## config.mk

```make
export PLATFORM = sky130hd
export DESIGN_NAME = uart_tx_fsm_flat
export DESIGN_NICKNAME = d
export VERILOG_FILES = /design/src/rtl/uart_tx_fsm_if.sv /design/src/rtl/uart_tx_fsm.sv /design/src/flat_wrapper.sv
export SDC_FILE = /design/constraint.sdc
export NUM_CORES = 1
export LEC_CHECK = 0
export CAP_MARGIN = 5
export CELL_PAD_IN_SITES_DETAIL_PLACEMENT = 0
export CELL_PAD_IN_SITES_GLOBAL_PLACEMENT = 2
export CORE_ASPECT_RATIO = 0.5
export CORE_MARGIN = 2
export CORE_UTILIZATION = 34
export CTS_BUF_LIST = sky130_fd_sc_hd__clkbuf_4 sky130_fd_sc_hd__clkbuf_8
export DETAILED_ROUTE_END_ITERATION = 6
export PLACE_DENSITY_LB_ADDON = 0.1
export SLEW_MARGIN = 25
export SYNTH_ARGS = -nofsm -noshare
export SYNTH_HDL_FRONTEND = slang
export SYNTH_SLANG_ARGS = --single-unit
```

## constraint.sdc

```tcl
create_clock -name CLK -period 2.58 [get_ports CLK]
set_input_delay 0.774 -clock CLK [delete_from_list [all_inputs] [get_ports CLK]]
set_output_delay 0.774 -clock CLK [all_outputs]
set_load 0.1 [all_outputs]
```

## src/rtl/uart_tx_fsm_if.sv

```systemverilog
// Byte-level request bus between the system controller and the UART TX.
//   master (controller): drives p_data, data_valid, par_en, par_typ, prescale;
//                        observes tx_out, busy.
//   slave  (uart_tx_fsm): the reverse.
interface uart_tx_fsm_if #(
  parameter int DATA_WIDTH     = 8,
  parameter int PRESCALE_WIDTH = 6
);
  logic [DATA_WIDTH-1:0]     p_data;
  logic                      data_valid;
  logic                      par_en;
  logic                      par_typ;
  logic [PRESCALE_WIDTH-1:0] prescale;
  logic                      tx_out;
  logic                      busy;

  modport master (
    output p_data, data_valid, par_en, par_typ, prescale,
    input  tx_out, busy
  );

  modport slave (
    input  p_data, data_valid, par_en, par_typ, prescale,
    output tx_out, busy
  );
endinterface

```

## src/rtl/uart_tx_fsm.sv

```systemverilog
// UART transmitter: start bit, DATA_WIDTH data bits LSB first, optional
// parity bit, one stop bit. Each bit is held for 'prescale' CLK cycles
// (0 behaves as 1), so no external baud tick is required.
// Ports:
//   CLK  - system clock, rising edge
//   RST  - synchronous active-high reset
//   bus  - slave side of uart_tx_fsm_if (byte request in, tx_out/busy out)
module uart_tx_fsm #(
  parameter int DATA_WIDTH     = 8,
  parameter int PRESCALE_WIDTH = 6
) (
  input  logic           CLK,
  input  logic           RST,
  uart_tx_fsm_if.slave   bus
);

  localparam int BCW = (DATA_WIDTH > 1) ? $clog2(DATA_WIDTH) : 1;

  typedef enum logic [2:0] {
    IDLE   = 3'd0,
    START  = 3'd1,
    DATA   = 3'd2,
    PARITY = 3'd3,
    STOP   = 3'd4
  } state_t;

  state_t                    state;
  logic [PRESCALE_WIDTH-1:0] edge_cnt;
  logic [BCW-1:0]            bit_cnt;
  logic [DATA_WIDTH-1:0]     data_q;
  logic                      par_en_q;
  logic                      par_q;
  logic [PRESCALE_WIDTH-1:0] presc_q;

  logic           bit_end;
  logic [BCW-1:0] bit_nxt;

  // presc_q is never 0 outside IDLE, so P-1 cannot underflow while it matters.
  assign bit_end = (edge_cnt == presc_q - 1'b1);
  assign bit_nxt = bit_cnt + 1'b1;

  always_ff @(posedge CLK) begin
    if (RST) begin
      state      <= IDLE;
      edge_cnt   <= '0;
      bit_cnt    <= '0;
      data_q     <= '0;
      par_en_q   <= 1'b0;
      par_q      <= 1'b0;
      presc_q    <= '0;
      bus.tx_out <= 1'b1;
      bus.busy   <= 1'b0;
    end else begin
      case (state)
        IDLE: begin
          bus.tx_out <= 1'b1;
          bus.busy   <= 1'b0;
          edge_cnt   <= '0;
          bit_cnt    <= '0;
          if (bus.data_valid) begin
            // Snapshot everything so later input changes cannot touch the frame.
            data_q     <= bus.p_data;
            par_en_q   <= bus.par_en;
            par_q      <= bus.par_typ ? ~^bus.p_data : ^bus.p_data;
            presc_q    <= (bus.prescale == '0) ? PRESCALE_WIDTH'(1) : bus.prescale;
            state      <= START;
            bus.tx_out <= 1'b0;
            bus.busy   <= 1'b1;
          end
        end

        START: begin
          if (bit_end) begin
            edge_cnt   <= '0;
            bit_cnt    <= '0;
            state      <= DATA;
            bus.tx_out <= data_q[0];
          end else begin
            edge_cnt <= edge_cnt + 1'b1;
          end
        end

        DATA: begin
          if (bit_end) begin
            edge_cnt <= '0;
            if (bit_cnt == BCW'(DATA_WIDTH - 1)) begin
              bit_cnt <= '0;
              if (par_en_q) begin
                state      <= PARITY;
                bus.tx_out <= par_q;
              end else begin
                state      <= STOP;
                bus.tx_out <= 1'b1;
              end
            end else begin
              // Output is registered, so present the next bit one edge early.
              bit_cnt    <= bit_nxt;
              bus.tx_out <= data_q[bit_nxt];
            end
          end else begin
            edge_cnt <= edge_cnt + 1'b1;
          end
        end

        PARITY: begin
          if (bit_end) begin
            edge_cnt   <= '0;
            state      <= STOP;
            bus.tx_out <= 1'b1;
          end else begin
            edge_cnt <= edge_cnt + 1'b1;
          end
        end

        STOP: begin
          if (bit_end) begin
            edge_cnt   <= '0;
            state      <= IDLE;
            bus.tx_out <= 1'b1;
            bus.busy   <= 1'b0;
          end else begin
            edge_cnt <= edge_cnt + 1'b1;
          end
        end

        default: begin
          state      <= IDLE;
          edge_cnt   <= '0;
          bit_cnt    <= '0;
          bus.tx_out <= 1'b1;
          bus.busy   <= 1'b0;
        end
      endcase
    end
  end

endmodule

```

## src/flat_wrapper.sv

```systemverilog
// flat-port wrapper written by rule: the top's interface ports become plain ports
module uart_tx_fsm_flat 
#(
  parameter int DATA_WIDTH     = 8,
  parameter int PRESCALE_WIDTH = 6
)
  (CLK, RST, bus_p_data, bus_data_valid, bus_par_en, bus_par_typ, bus_prescale, bus_tx_out, bus_busy);
  uart_tx_fsm_if #(.DATA_WIDTH(DATA_WIDTH), .PRESCALE_WIDTH(PRESCALE_WIDTH)) bus_i ();
  input  logic CLK;
  input  logic RST;
  input wire logic [$bits(bus_i.p_data)-1:0] bus_p_data;
  input wire logic [$bits(bus_i.data_valid)-1:0] bus_data_valid;
  input wire logic [$bits(bus_i.par_en)-1:0] bus_par_en;
  input wire logic [$bits(bus_i.par_typ)-1:0] bus_par_typ;
  input wire logic [$bits(bus_i.prescale)-1:0] bus_prescale;
  output wire logic [$bits(bus_i.tx_out)-1:0] bus_tx_out;
  output wire logic [$bits(bus_i.busy)-1:0] bus_busy;
  assign bus_i.p_data = bus_p_data;
  assign bus_i.data_valid = bus_data_valid;
  assign bus_i.par_en = bus_par_en;
  assign bus_i.par_typ = bus_par_typ;
  assign bus_i.prescale = bus_prescale;
  assign bus_tx_out = bus_i.tx_out;
  assign bus_busy = bus_i.busy;
  uart_tx_fsm #(.DATA_WIDTH(DATA_WIDTH), .PRESCALE_WIDTH(PRESCALE_WIDTH)) u_core (.CLK(CLK), .RST(RST), .bus(bus_i));
endmodule
```

* After elaboration in Yosys (flattened, before gate mapping)
Index checks and enable logic that the tools add are counted.
** Operators by class
- Equal/unequal tests :: 13
- Bitwise logic cells :: 3
- Add/sub/neg operators :: 3
- Multiplexer cells :: 25
- Order comparisons :: 1
- Reductions and logical operators :: 13
** Operators by type and width (count)
- 2-to-1 mux 3 bit :: 9
- one-hot mux 3 bit (5 select lines) :: 1
- inequality test 2 x 1 -> 1 bit (second input constant) :: 6
- 2-to-1 mux 1 bit :: 10
- one-hot mux 3 bit (3 select lines) :: 1
- XNOR reduction 8 bit :: 1
- parity 8 bit :: 1
- adder 6 x 1 -> 6 bit (second input constant) :: 1
- equality test 3 x 2 -> 1 bit (second input constant) :: 2
- equality test 3 bit (second input constant) :: 2
- equality test 6 bit :: 1
- zero test 6 bit :: 1
- 2-to-1 mux 6 bit :: 1
- AND reduction 3 bit :: 2
- AND reduction 6 bit :: 1
- OR reduction 3 bit :: 2
- subtractor 6 x 1 -> 6 bit (second input constant) :: 1
- < comparator 3 x 4 -> 1 bit (second input constant) :: 1
- one-hot mux 1 bit (4 select lines) :: 1
- AND reduction 2 bit :: 2
- OR reduction 4 bit :: 1
- adder 3 x 1 -> 3 bit (second input constant) :: 1
- binary-select mux 1 bit (select 3 bit) :: 1
- equality test 3 x 1 -> 1 bit (second input constant) :: 1
- 5 further kinds :: 7
** Storage, ports and cells
- Input port bits :: 19
- Flip-flop bits (word level) :: 30
- Logic and storage cells :: 67
- Output and inout port bits :: 2

* Logic depth before layout (Yosys ltp)
Gate-level depths: netlist of the first run.
- Depth after elaboration :: 6
- Mapped depth :: 9
- Gate-level depth less buffers :: 8

* Worst setup path after synthesis of the first run
OpenSTA, ideal clock, no wires.
- Kind :: flip-flop to flip-flop
- Start point :: reg u_core.bit_cnt[0]
- End point :: reg u_core.bus.tx_out
- Path buffers :: 0
- Stages on the path, launching flop included :: 7
- Data required time :: 2450 ps
- Arrival :: 1882 ps
- Path slack :: 568 ps
- Clock period less this slack :: 2012 ps
- Cells stage by stage :: dfxtp_1 ha_1 mux4_2 mux2_2 o221ai_1 nor4b_1 mux2i_1
** Between the ends
- Longest elaborated chain between the ends :: 6
- Elaborated cells on any way between the ends :: 7
- Those cells by class :: add/sub: 1; eq/ne: 1; mux: 5
** RTL lines
- start: declaration :: RTL line uart_tx_fsm.sv:29 : logic [BCW-1:0] bit_cnt;
- start signal: assignment :: RTL line uart_tx_fsm.sv:97 : bit_cnt <= bit_nxt;
- adder 3 x 1 -> 3 bit :: RTL line uart_tx_fsm.sv:40 : assign bit_nxt = bit_cnt + 1'b1;
- binary-select mux 1 bit (select 3 bit) :: RTL line uart_tx_fsm.sv:98 : bus.tx_out <= data_q[bit_nxt];
- 2-to-1 mux 1 bit (implied by the code) :: RTL line uart_tx_fsm.sv:98
- 2-to-1 mux 1 bit (*) :: RTL line uart_tx_fsm.sv:86 : if (bit_cnt == BCW'(DATA_WIDTH - 1)) begin
- 2-to-1 mux 1 bit (*) :: RTL line uart_tx_fsm.sv:84 : if (bit_end) begin
- one-hot mux 1 bit (4 select lines) (*) :: RTL line uart_tx_fsm.sv:54 : case (state)
- end signal: assignment :: RTL line uart_tx_fsm.sv:77 : bus.tx_out <= data_q[0];
- end signal: assignment :: RTL line uart_tx_fsm.sv:90 : bus.tx_out <= par_q;
- end signal: assignment :: RTL line uart_tx_fsm.sv:98
- end: declaration :: RTL line uart_tx_fsm_if.sv:24 : output tx_out, busy
Mark *: on every way between the ends. The rest lies on a longest branch, timed or not. The select of a mux whose other input is x is not followed.
A chain may end at the register's enable or synchronous reset.

* Worst setup path in the final report of the first run
Ends and elaborated chain as after synthesis.

==> results.txt, run 1 <==
The H-tree generated during clock tree synthesis spans 2 levels. The first-iteration detailed-routing DRC count was 49. After technology mapping, the gate count stands at 191. Of all nets on the critical path, the largest fanout is 6. The post-synthesis cell area was 1630 um2; the data arrival time of the critical path was 2.36 ns. For the via count of the first global-routing pass, the log shows 1241. TritonCTS built the clock tree. The tool flagged a number of max-cap violations equal to 0.

Global routing finished with a remaining overflow of 0. Compared with the post-synthesis result, the final layout area differs by 20.8%. The overall track demand over capacity in global routing came out at 15.0%. The number of antenna violations at the first check in global routing is 0, and the die span in y is 53.0 um. Of the available clock period, the critical path in the final layout requires 86.1%.

The number of endpoints with negative hold slack in the final report was 0. Setup repair after global routing left no endpoint under its margin. The clock latency on the worst-skew pair came out at 0.27 ns.

STA classifies the critical path startpoint as a register. The quantity of hold-fixing buffers added after cts came out at 0. The worst-case clock buffer depth came out at 2.

The initial core utilization was 36.2%. Row generation in the floorplan step produced 17 rows. Element type at the critical path end: a register.

The finished cells cover 1970 um2. The HPWL after detailed placement is 2.63 mm. Once detail routing completed, the nets flagged for antenna violations numbered 0. The core box area is 4510 um2. For this run, the leading register cell type out of synthesis is sky130_fd_sc_hd__dfxtp_1. Number of search-and-repair iterations in the first detailed-routing pass: 4. Clock tree synthesis found a total of 30 sinks. Using the TritonRoute via totals, the vias-per-cell ratio works out to 4.86. The global-route wire length before repair was 6.07 mm; the routability congestion estimate from global placement was 0.736.

The flow ran to the end, and the final reports show no timing, DRC or antenna violations. 0 antenna diodes ended up in the layout. The total power divided by cell area is 540 nW/um2, and the sequential share of the synthesized area is 36.8%. Counting flops with an async set or reset pin after synthesis yields a share of 0%. After the last flow step, the layout net total stands at 234. The logs give 5400 um2 for the die outline area and 0 for the DRC violation count after routing. IR analysis of the VDD net gives a maximum drop of 0.210 mV. The number of gates resized after cts was 0. Each instance of the synthesized netlist takes up on average 8.54 um2. The count of final max-slew check failures came out at 0.

Measured against its own limit, the worst slew margin works out to 60.4%. Of the cells placed in the final design, the portion with a size suffix greater than 1 is 12.4%. During placement, the flow inserted port buffers numbering 20. For this run, the share of the core covered by cells in the final layout is 43.7%. Count of buffers added by post-CTS timing repair for setup: 0.

Setup violations remaining at the end of the flow were counted as 0. The clock-pin slew reported for the worst setup and hold paths after clock tree synthesis is 0.06 ns, and the post-layout total power is 1.06 mW. In the final routed layout, each cell accounts on average for 12.8 um. The run gives 0 ns as the final total negative setup slack. In this run the count of I/O pins placed on the die edge is 21. Yosys mapped a number of flops with a built-in enable equal to 0. The number of buffers inserted during clock tree synthesis is 5, and the hold slack is 0.455 ns.

Wires add up to 3.53 mm. The number of placed instances, taps included, is 270. Once placement finished, the instance area stood at 1890 um2. The post-route clock skew was 0.00655 ns; the final non-filler cell total was 276. The path type of the worst min-delay path is register to register.

Prior to clock tree synthesis, the placed netlist has a worst setup slack of 0.357 ns. The count of warnings emitted by yosys came out at 0. The tools report the number of library cell types mapped by synthesis as 44.

The worst setup path is of the register to register kind. Fill cells in the final layout number 475. At the worst endpoint, the required time is 2.72 ns. Entering global routing, the biggest net connects 23 pins. The CTS root buffer is sky130_fd_sc_hd__clkbuf_8.

For this design the static power due to leakage is 0.700 nW. The net count after synthesis was 214; the maximum frequency from static timing analysis was 0.450 GHz. The routed via count is 1341, and the post-synthesis register bit count is 30. The clock period could shrink to 2.22 ns.

The run gives 0.359 ns as the worst setup margin. At the pin with the least slew margin, the transition time is 0.593 ns. The x dimension of the die is 102 um.
==> flip-flops by register name, indices dropped and copies added, names as in the netlist <==
register,count
u_core.bus.busy,1
u_core.data_q,8
u_core.bit_cnt,3
u_core.bus.tx_out,1
u_core.presc_q,6
u_core.par_q,1
u_core.par_en_q,1
u_core.edge_cnt,6
u_core.state,3
==> kinds of logic (layout without fill, tap and decap cells) <==
family | count (synthesis) | count (layout) | share of synthesized area (%)
AO/OA/AOI/OAI | 38 | 38 | 15.1
XOR/XNOR | 21 | 21 | 11.3
adder cells (fa/ha/maj) | 4 | 4 | 3.07
buffers and inverters | 17 | 36 | 5.14
flip-flops | 30 | 30 | 36.8
multiplexers | 5 | 5 | 4.68
AND/OR/NAND/NOR | 76 | 76 | 23.9
==> cell type report <==
cell class                 instances  area (um2)  share of cell area (%)
clock buffer                       6        82.6                    4.19
inverter                           5        18.8                   0.953
multi-input combinational        144         952                    48.3
sequential                        30         601                    30.5
tap                               66        82.6                    4.19
timing repair buffer              25         233                    11.8
==> worst max-delay path, cell delays in order (launching register included) <==
cell and delay (ns):
sky130_fd_sc_hd__dfxtp_1 0.37, sky130_fd_sc_hd__ha_1 0.37, sky130_fd_sc_hd__mux4_2 0.51, sky130_fd_sc_hd__mux2_2 0.27
sky130_fd_sc_hd__o221ai_1 0.19, sky130_fd_sc_hd__nor4b_1 0.28, sky130_fd_sc_hd__mux2i_1 0.11
==> Yosys cell counts (all sizes together) (2+ instances only) <==
cell	count	area, um2
a2111oi	2	30.0
a211oi	2	15.0
a21o	2	17.5
a21oi	19	95.1
a31oi	3	18.8
buf	3	21.3
clkbuf	9	43.8
dfxtp	30	601
ha	4	50.1
inv	5	18.8
mux2i	2	20.0
mux4	2	45.0
nand2	33	124
nand3	5	25.0
nand3b	2	15.0
nor2	14	52.6
nor3	7	46.3
nor3b	2	20.0
nor4b	2	17.5
o21ai	4	20.0
xnor2	14	123
xor2	7	61.3
==> path summary, 6_finish.rpt <==
kind                           from           endpoint  slack, ns  cells past startpoint
setup reg to reg  u_core.bit_cnt[0]  u_core.bus.tx_out       0.36                      6
hold / removal     u_core.data_q[6]   u_core.data_q[6]       0.45                      2
setup / recovery  u_core.bit_cnt[0]  u_core.bus.tx_out       0.36                      6
hold reg to reg    u_core.data_q[6]   u_core.data_q[6]       0.45                      2
==> placed cells by master, fill, tap and decap left out, types with 2 or more instances in the layout <==
cell / count
sky130_fd_sc_hd__nand3_1: 5
sky130_fd_sc_hd__a21oi_1: 19
sky130_fd_sc_hd__a2111oi_2: 2
sky130_fd_sc_hd__nand3b_1: 2
sky130_fd_sc_hd__a21o_2: 2
sky130_fd_sc_hd__nor3_1: 6
sky130_fd_sc_hd__xnor2_1: 14
sky130_fd_sc_hd__clkbuf_8: 6
sky130_fd_sc_hd__a31oi_1: 3
sky130_fd_sc_hd__buf_4: 7
sky130_fd_sc_hd__o21ai_0: 4
sky130_fd_sc_hd__mux2i_1: 2
sky130_fd_sc_hd__nand2_1: 33
sky130_fd_sc_hd__xor2_1: 7
sky130_fd_sc_hd__inv_1: 5
sky130_fd_sc_hd__nor2_1: 14
sky130_fd_sc_hd__clkdlybuf4s50_1: 18
sky130_fd_sc_hd__a211oi_1: 2
sky130_fd_sc_hd__mux4_2: 2
sky130_fd_sc_hd__ha_1: 4
sky130_fd_sc_hd__dfxtp_1: 30
==> power breakdown <==
| group | switching [mW] | internal (mW) |
|---|---|---|
| registers | 0.0204 | 0.485 |
| logic | 0.0994 | 0.0947 |
| clock network | 0.158 | 0.205 |
==> routing by layer <==
metal / routed length (um) / vias to the layer above / global-route usage, %
met5: 0 / - / 0
met4: 14 / 0 / 3.33
met3: 163 / 2 / 4.49
met2: 1420 / 21 / 21.9
met1: 1930 / 619 / 21.5
li1: - / 699 / -
Note: power is estimated with default switching activity, not from simulation.
==> run 2, diff against run 1 <==
- CORE_MARGIN: 2 -> not set
- CORE_UTILIZATION: 34 -> 39
- CTS_CLUSTER_DIAMETER: not set -> 100
- DONT_BUFFER_PORTS: not set -> 1
==> results.txt, run 2 (synthesis results as in run 1) <==
The run finished with clean final reports. CTS placed an instance of sky130_fd_sc_hd__clkbuf_8 at the clock tree root. The peak supply drop was 0.258 mV (+23%); the average vias per placed instance was 5.30 (+9.1%). The part of the cycle the worst path needs works out to 84.3% (-1.8 points). The initial core utilization came out at 41.3% (+5.2 points).

The number of maximum-capacitance constraint violations came out at 0 (unchanged). Number of nets with antenna violations after routing: 0 (unchanged). TritonCTS built the clock tree. The tools report the total setup violations reported at the end of the flow as 0 (unchanged).

The tools report the element type at the critical path end as a register. The switching part of the total is 24.5% (-1.7 points), and the final non-filler cell total is 246 (-11%). The count of placed standard cells including taps came out at 238 (-12%).

The number of placement rows is 16 (-1), and the hold slack is 0.449 ns (-0.00581 ns). The tools report the overall track demand over capacity in global routing as 17.6% (+2.7 points). Relative to the synthesized area, the layout overhead comes to 9.82%. The logs give 0.28 ns (about the same) for the clock latency on the worst-skew pair and 0.636 nW (-9.1%) for the static leakage. The run gives 21 (unchanged) as the number of primary I/O pins. The total wire length after detailed routing is 3.41 mm (-3.5%). In the layout the commonest cells are sky130_fd_sc_hd__nand2_1 (33), sky130_fd_sc_hd__dfxtp_1 (30), sky130_fd_sc_hd__a21oi_1 (19), sky130_fd_sc_hd__xnor2_1 (14), sky130_fd_sc_hd__nor2_1 (14). For the data required time at the worst endpoint, the log shows 2.74 ns (+0.02 ns). Data arrival time of the critical path: 2.33 ns (-0.03 ns). The die span in y was 47.7 um (-9.9%). The run gives 0 (unchanged) as the leftover overflow at the end of global routing.

The logs give 0 (unchanged) for the number of endpoints with negative hold slack in the final report and 1191 (-4.0%) for the via count of the first global-routing pass. The critical path is of the register to register type. The endpoint identified for the worst register-to-register timing path is u_core.bus.tx_out.

The run gives 952 um2 (unchanged) as the multi-input logic area. STA classifies the critical path startpoint as a register. The tools report the post-route clock skew as 0.00556 ns (-0.000991 ns). The first-iteration detailed-routing DRC count was 43 (-12%). The largest fanout on the critical path came out at 6 (unchanged).

The run gives 0 (unchanged) as the number of antenna violations at the first check in global routing. The core box area was 3940 um2 (-13%); the worst setup slack for register-to-register paths was 0.41 ns (+0.05 ns). The library cell used most frequently in the layout, excluding fill and tap cells, is sky130_fd_sc_hd__nand2_1. Combinational share of power: 13.4% (-4.9 points).

The number of gates resized after cts came out at 0 (unchanged). The total area of sequential cells was 601 um2 (unchanged); the count of final max-slew check failures was 0 (unchanged). The proportion of layout cells with a drive suffix above 1 was 13.5% (+1.2 points). The worst register-to-register path begins at u_core.bit_cnt[0]. The logs give 4 (unchanged) for the number of search-and-repair iterations in the first detailed-routing pass and 214 (-8.5%) for the net total in the final layout. Total of fill cells in the finished design: 421 (-11%). The tools report the sink of the worst hold path as u_core.data_q[6]. In this run the most critical hold path is launched from u_core.data_q[6].

The clock share of power came out at 42.4% (+8.2 points). The number of diodes came out at 0 (unchanged). The instance count along the most critical hold path came out at 2 (unchanged).

The net switching power was 0.280 mW (+0.78%); the x dimension of the die was 93.4 um (-8.3%). The routed via count came out at 1304 (-2.8%). The path type of the worst min-delay path was register to register.

The count of buffers added by post-CTS timing repair for setup was 0 (unchanged); the pin count of the biggest net entering global routing was 34 (+48%). The die outline area is 4460 um2 (-17%), and the maximum frequency from static timing analysis is 0.460 GHz (+2.2%). The number of buffers inserted during clock tree synthesis is 5 (unchanged), and the total power divided by cell area is 639 nW/um2 (+18%). Setup repair after global routing left no endpoint under its margin. The number of port buffers is 0 (-100%).

The average wire length per cell after detail routing was 13.9 um (+8.3%). For the post-route standard cell area excluding fillers, the log shows 1790 um2 (-9.1%). The register with the most flip-flops in the final layout is u_core.data_q. The tools report the placed cell area as 1680 um2 (-11%).

The largest registers in the layout are u_core.data_q x8, u_core.edge_cnt x6, u_core.presc_q x6. The logs give 45.4% (+1.7 points) for the post-route core utilization and 0.865 mW (+10%) for the internal power summed over all cells. The run gives 2 (unchanged) as the worst-case clock buffer depth. The DRC violation count after routing is 0 (unchanged). The share of power burned in registers was 44.2% (-3.4 points); the sink count of the clock tree was 30 (unchanged). The number of cells on the worst reg-to-reg path came out at 6 (unchanged). The transition time at the pin with the least slew margin is 0.566 ns (-0.0275 ns), and the H-tree level count is 2 (unchanged). The logs give 0 ns (unchanged) for the final total negative setup slack and 0 (unchanged) for the quantity of hold-fixing buffers added after cts. The routability congestion estimate from global placement was 0.762 (+3.5%). The global-route wire length before repair was 5.69 mm (-6.3%); the HPWL after detailed placement was 2.47 mm (-6.0%).

The clock-pin slew reported for the worst setup and hold paths after clock tree synthesis works out to 0.06 ns (about the same). For the relative slew slack, the log shows 62.2% (+1.8 points). The number of flip-flops under the largest register name is 8 (unchanged), and the final critical delay including setup and external delays is 2.17 ns (-0.0469 ns).
-- run 2: stage by stage --
stage / setup slack, ns / total power, mW
floorplan: 0.568 / 0.647
global placement: 0.424 / 0.670
detailed placement: 0.410 / 0.672
CTS: 0.385 / 1.16
global route: 0.224 / 1.20
finish: 0.405 / 1.14
-- run 2: worst max-delay path: stages, from the launching register on --
cell	delay, ns
sky130_fd_sc_hd__dfxtp_1	0.37
sky130_fd_sc_hd__ha_1	0.36
sky130_fd_sc_hd__mux4_2	0.50
sky130_fd_sc_hd__mux2_2	0.27
sky130_fd_sc_hd__o221ai_1	0.16
sky130_fd_sc_hd__nor4b_1	0.28
sky130_fd_sc_hd__mux2i_1	0.12
-- run 2: power by group through the flow --
stage,clock (mW),sequential (mW),combinational (mW)
2_1_floorplan,0,0.527,0.120
3_3_place_gp,0,0.517,0.153
3_5_place_dp,0,0.517,0.155
4_1_cts,0.502,0.506,0.156
5_1_grt,0.525,0.509,0.171
6_report,0.485,0.506,0.153
-- run 2: how the worst max path moves through the flow --
stage / startpoint / endpoint / slack [ns] / cells after the start
after global routing: u_core.bit_cnt[0] / u_core.bus.tx_out / 0.22 / 6
after global placement: u_core.bit_cnt[0] / u_core.bus.tx_out / 0.42 / 6
final: u_core.bit_cnt[0] / u_core.bus.tx_out / 0.41 / 6
after CTS: u_core.bit_cnt[0] / u_core.bus.tx_out / 0.39 / 6
after detailed placement: u_core.bit_cnt[0] / u_core.bus.tx_out / 0.41 / 6
after floorplan: u_core.bit_cnt[0] / u_core.bus.tx_out / 0.57 / 6
-- run 2: cell type report --
cell class / instances / share of cell area [%]
tap: 54 / 3.77
timing repair buffer: 5 / 2.10
multi-input combinational: 144 / 53.2
clock inverter: 1 / 1.68
inverter: 5 / 1.05
sequential: 30 / 33.5
clock buffer: 7 / 4.68
-- run 2: layer usage --
| metal | wire [um] | track usage, % | share of wire (%) | vias to the layer above |
|---|---|---|---|---|
| met3 | 107 | 5.24 | 3.1 | 7 |
| li1 | - | - | - | 670 |
| met4 | 61 | 8.92 | 1.8 | 0 |
| met5 | 0 | 0 | 0 | - |
| met2 | 1410 | 26.8 | 41 | 14 |
| met1 | 1830 | 23.4 | 54 | 613 |
==> run 3, diff against run 2 <==
- CORE_UTILIZATION: 39 -> 35
- clock period: 2.58 -> 1.85 ns (I/O delays scaled with it)
==> results.txt, run 3 (synthesis results as in run 1) <==
The critical path's largest stage delay works out to 0.49 ns (about the same). The tools report the static leakage as 0.720 nW (+13%). The core box area is 4450 um2 (+13%), and the number of flip-flops under the largest register name is 8 (unchanged). The number of primary I/O pins was 21 (unchanged).

The pin count of the biggest net entering global routing was 34 (unchanged); the x dimension of the die was 98.5 um (+5.4%). Relative to the synthesized area, the layout overhead comes to 22.5%. The total power divided by cell area was 756 nW/um2 (+18%). In the final layout, the registers with the most flip-flops are u_core.data_q x8, u_core.edge_cnt x6, u_core.presc_q x6. The run gives 2 (unchanged) as the worst-case clock buffer depth. The sink count of the clock tree is 30 (unchanged).

The proportion of layout cells with a drive suffix above 1 works out to 27.3% (+14 points). The number of maximum-capacitance constraint violations was 0 (unchanged); the via count of the first global-routing pass was 1357 (+14%). The total buffers and inverters traversed by the critical path is 0 (unchanged), and the initial core utilization is 36.7% (-4.7 points).

The net switching power was 0.399 mW (+42%). For the DRC violation count after routing, the log shows 0 (unchanged). The relative slew slack was 64.3% (+2.1 points).

The die span in y is 50.3 um (+5.3%). The run gives 0 (unchanged) as the number of endpoints with negative hold slack in the final report. The tools report the number of antenna violations at the first check in global routing as 0 (unchanged).

The flow ran to the end, but the final reports show violations. The total of fill cells in the finished design is 466 (+11%). The run gives 5 (unchanged) as the number of buffers inserted during clock tree synthesis. The logs give 9 (+9) for the total setup violations reported at the end of the flow and 2 (unchanged) for the H-tree level count.

The final critical delay including setup and external delays came out at 1.96 ns (-0.213 ns). Data arrival time of the critical path: 2.11 ns (-0.22 ns). The logs give -0.111 ns (-0.517 ns) for the worst setup margin and 1.51 mW (+32%) for the post-layout total power. The critical path goes through ha_4 > mux4_2 > mux2_4 > o221ai_2 > nor4b_4 > mux2i_1. The overall track demand over capacity in global routing came out at 16.7% (-0.88 points).

The tree is rooted in a sky130_fd_sc_hd__clkbuf_8. Counting flops per register, the top entry is u_core.data_q. Switching part of the total: 26.4% (+1.9 points). The logs give 2.00 ns (-0.74 ns) for the data required time at the worst endpoint and 0.00574 ns (+0.000183 ns) for the post-route clock skew. The final total negative setup slack was -0.176 ns (-0.176 ns). For the clock share of power, the log shows 37.0% (-5.4 points). The number of search-and-repair iterations in the first detailed-routing pass was 4 (unchanged). Startpoint type of the worst setup path: a register. The tools report the total wire length after detailed routing as 3.73 mm (+9.4%). Family with the most delay on the worst path: multiplexers. The logs give 0.733 (-3.9%) for the routability congestion estimate from global placement and -0.0828 ns (-0.493 ns) for the setup slack after placement. Count of final max-slew check failures: 0 (unchanged).

The startpoint identified for the worst hold timing path is RST. For the routed via count, the log shows 1348 (+3.4%). The leftover overflow at the end of global routing is 0 (unchanged).

The number of placement rows was 17 (+1). The slowest stage of the critical path is the sky130_fd_sc_hd__mux4_2 cell. Clock-pin slew reported for the worst setup and hold paths after clock tree synthesis: 0.07 ns (about the same). Leaving out fill and tap cells, the most frequent cell in the layout is sky130_fd_sc_hd__nand2_1. The average wire length per cell after detail routing came out at 14.2 um (+2.8%).

Peak supply drop: 0.348 mV (+35%). The checks that failed: negative setup slack. The number of diodes came out at 0 (unchanged).

Worst setup path startpoint: u_core.bit_cnt[0]. The net total in the final layout came out at 227 (+6.1%). The part of the cycle the worst path needs is 106% (+22 points). The path type of the worst min-delay path was primary input to register. The logs give 0.510 GHz (+11%) for the maximum frequency from static timing analysis and 0.331 ns (-0.119 ns) for the hold slack.

The share of power burned in registers was 46.4% (+2.2 points); the number of port buffers was 0 (unchanged). The transition time at the pin with the least slew margin works out to 0.535 ns (-0.0308 ns). The critical path in this run is classified as register to register. The internal power summed over all cells is 1.11 mW (+28%). Setup repair after global routing could not meet its margin everywhere. STA classifies the critical path endpoint as a register. The number of nets with antenna violations after routing was 0 (unchanged). The top cell types in the final layout, fill and taps aside, are sky130_fd_sc_hd__nand2_1 (33), sky130_fd_sc_hd__dfxtp_1 (26), sky130_fd_sc_hd__a21oi_1 (18), sky130_fd_sc_hd__buf_4 (15). The clock latency on the worst-skew pair is 0.27 ns (about the same). The first-iteration detailed-routing DRC count was 51 (+19%); the HPWL after detailed placement was 2.66 mm (+7.7%).

TritonCTS built the clock tree. The global-route wire length before repair is 6.35 mm (+12%), and the largest fanout on the critical path is 2 (-4). The average vias per placed instance works out to 5.15 (-2.9%).

The worst register-to-register path begins at u_core.bit_cnt[0]. For the die outline area, the log shows 4950 um2 (+11%). The combinational share of power is 16.7% (+3.3 points).
run 3: final timing paths:
path / slack [ns] / depth (start not counted) / to
worst min register to register: 0.45 / 2 / u_core.data_q[1]
worst max-delay path: -0.11 / 6 / u_core.bus.tx_out
worst max register to register: -0.11 / 6 / u_core.bus.tx_out
worst min-delay path: 0.33 / 1 / u_core.bit_cnt[0]
run 3: cell type report:
class                   count  area, um2  area share (%)
flip-flops and latches     30        608            30.5
well taps                  57       71.3            3.57
inverters                   5       18.8           0.940
multi-input cells         144       1060            52.9
clock buffers               7       90.1            4.51
clock inverters             1       5.00           0.251
repair buffers             18        146            7.33
run 3: repair_timing:
| action | 4_1_cts | 5_1_grt |
|---|---|---|
| cloned | 0 | 0 |
| buffers inserted | 0 | 2 |
| resized for setup | 14 | 8 |
| hold endpoints to repair | 0 | 0 |
| endpoints found under the setup margin | 12 | 14 |
| pin swaps | 4 | 13 |
| hold buffers | 0 | 0 |
run 3: power by group through the flow:
stage                     clock network [mW]  logic, mW  registers, mW
final                                  0.558      0.251          0.700
after global routing                   0.614      0.280          0.704
after CTS                              0.574      0.246          0.699
after detailed placement                   0      0.238          0.712
after global placement                     0      0.237          0.713
after floorplan                            0      0.169          0.734
run 3: metal layers:
metal | routed length (um) | track usage (%) | share of wire [%] | vias up
met5 | 0 | 0 | 0 | -
met4 | 14 | 4.48 | 0.38 | 0
met3 | 126 | 5.29 | 3.4 | 2
met2 | 1650 | 26.5 | 44 | 15
met1 | 1940 | 22.1 | 52 | 642
li1 | - | - | - | 689
run 3: per-stage QoR:
step	util [%]	std cells	cell area, um2
after global routing	44.9	262	2000
after detailed placement	40.4	253	1800
after CTS	43.8	261	1950
final	44.9	262	2000
after global placement	40.4	253	1800
after floorplan	-	191	1660
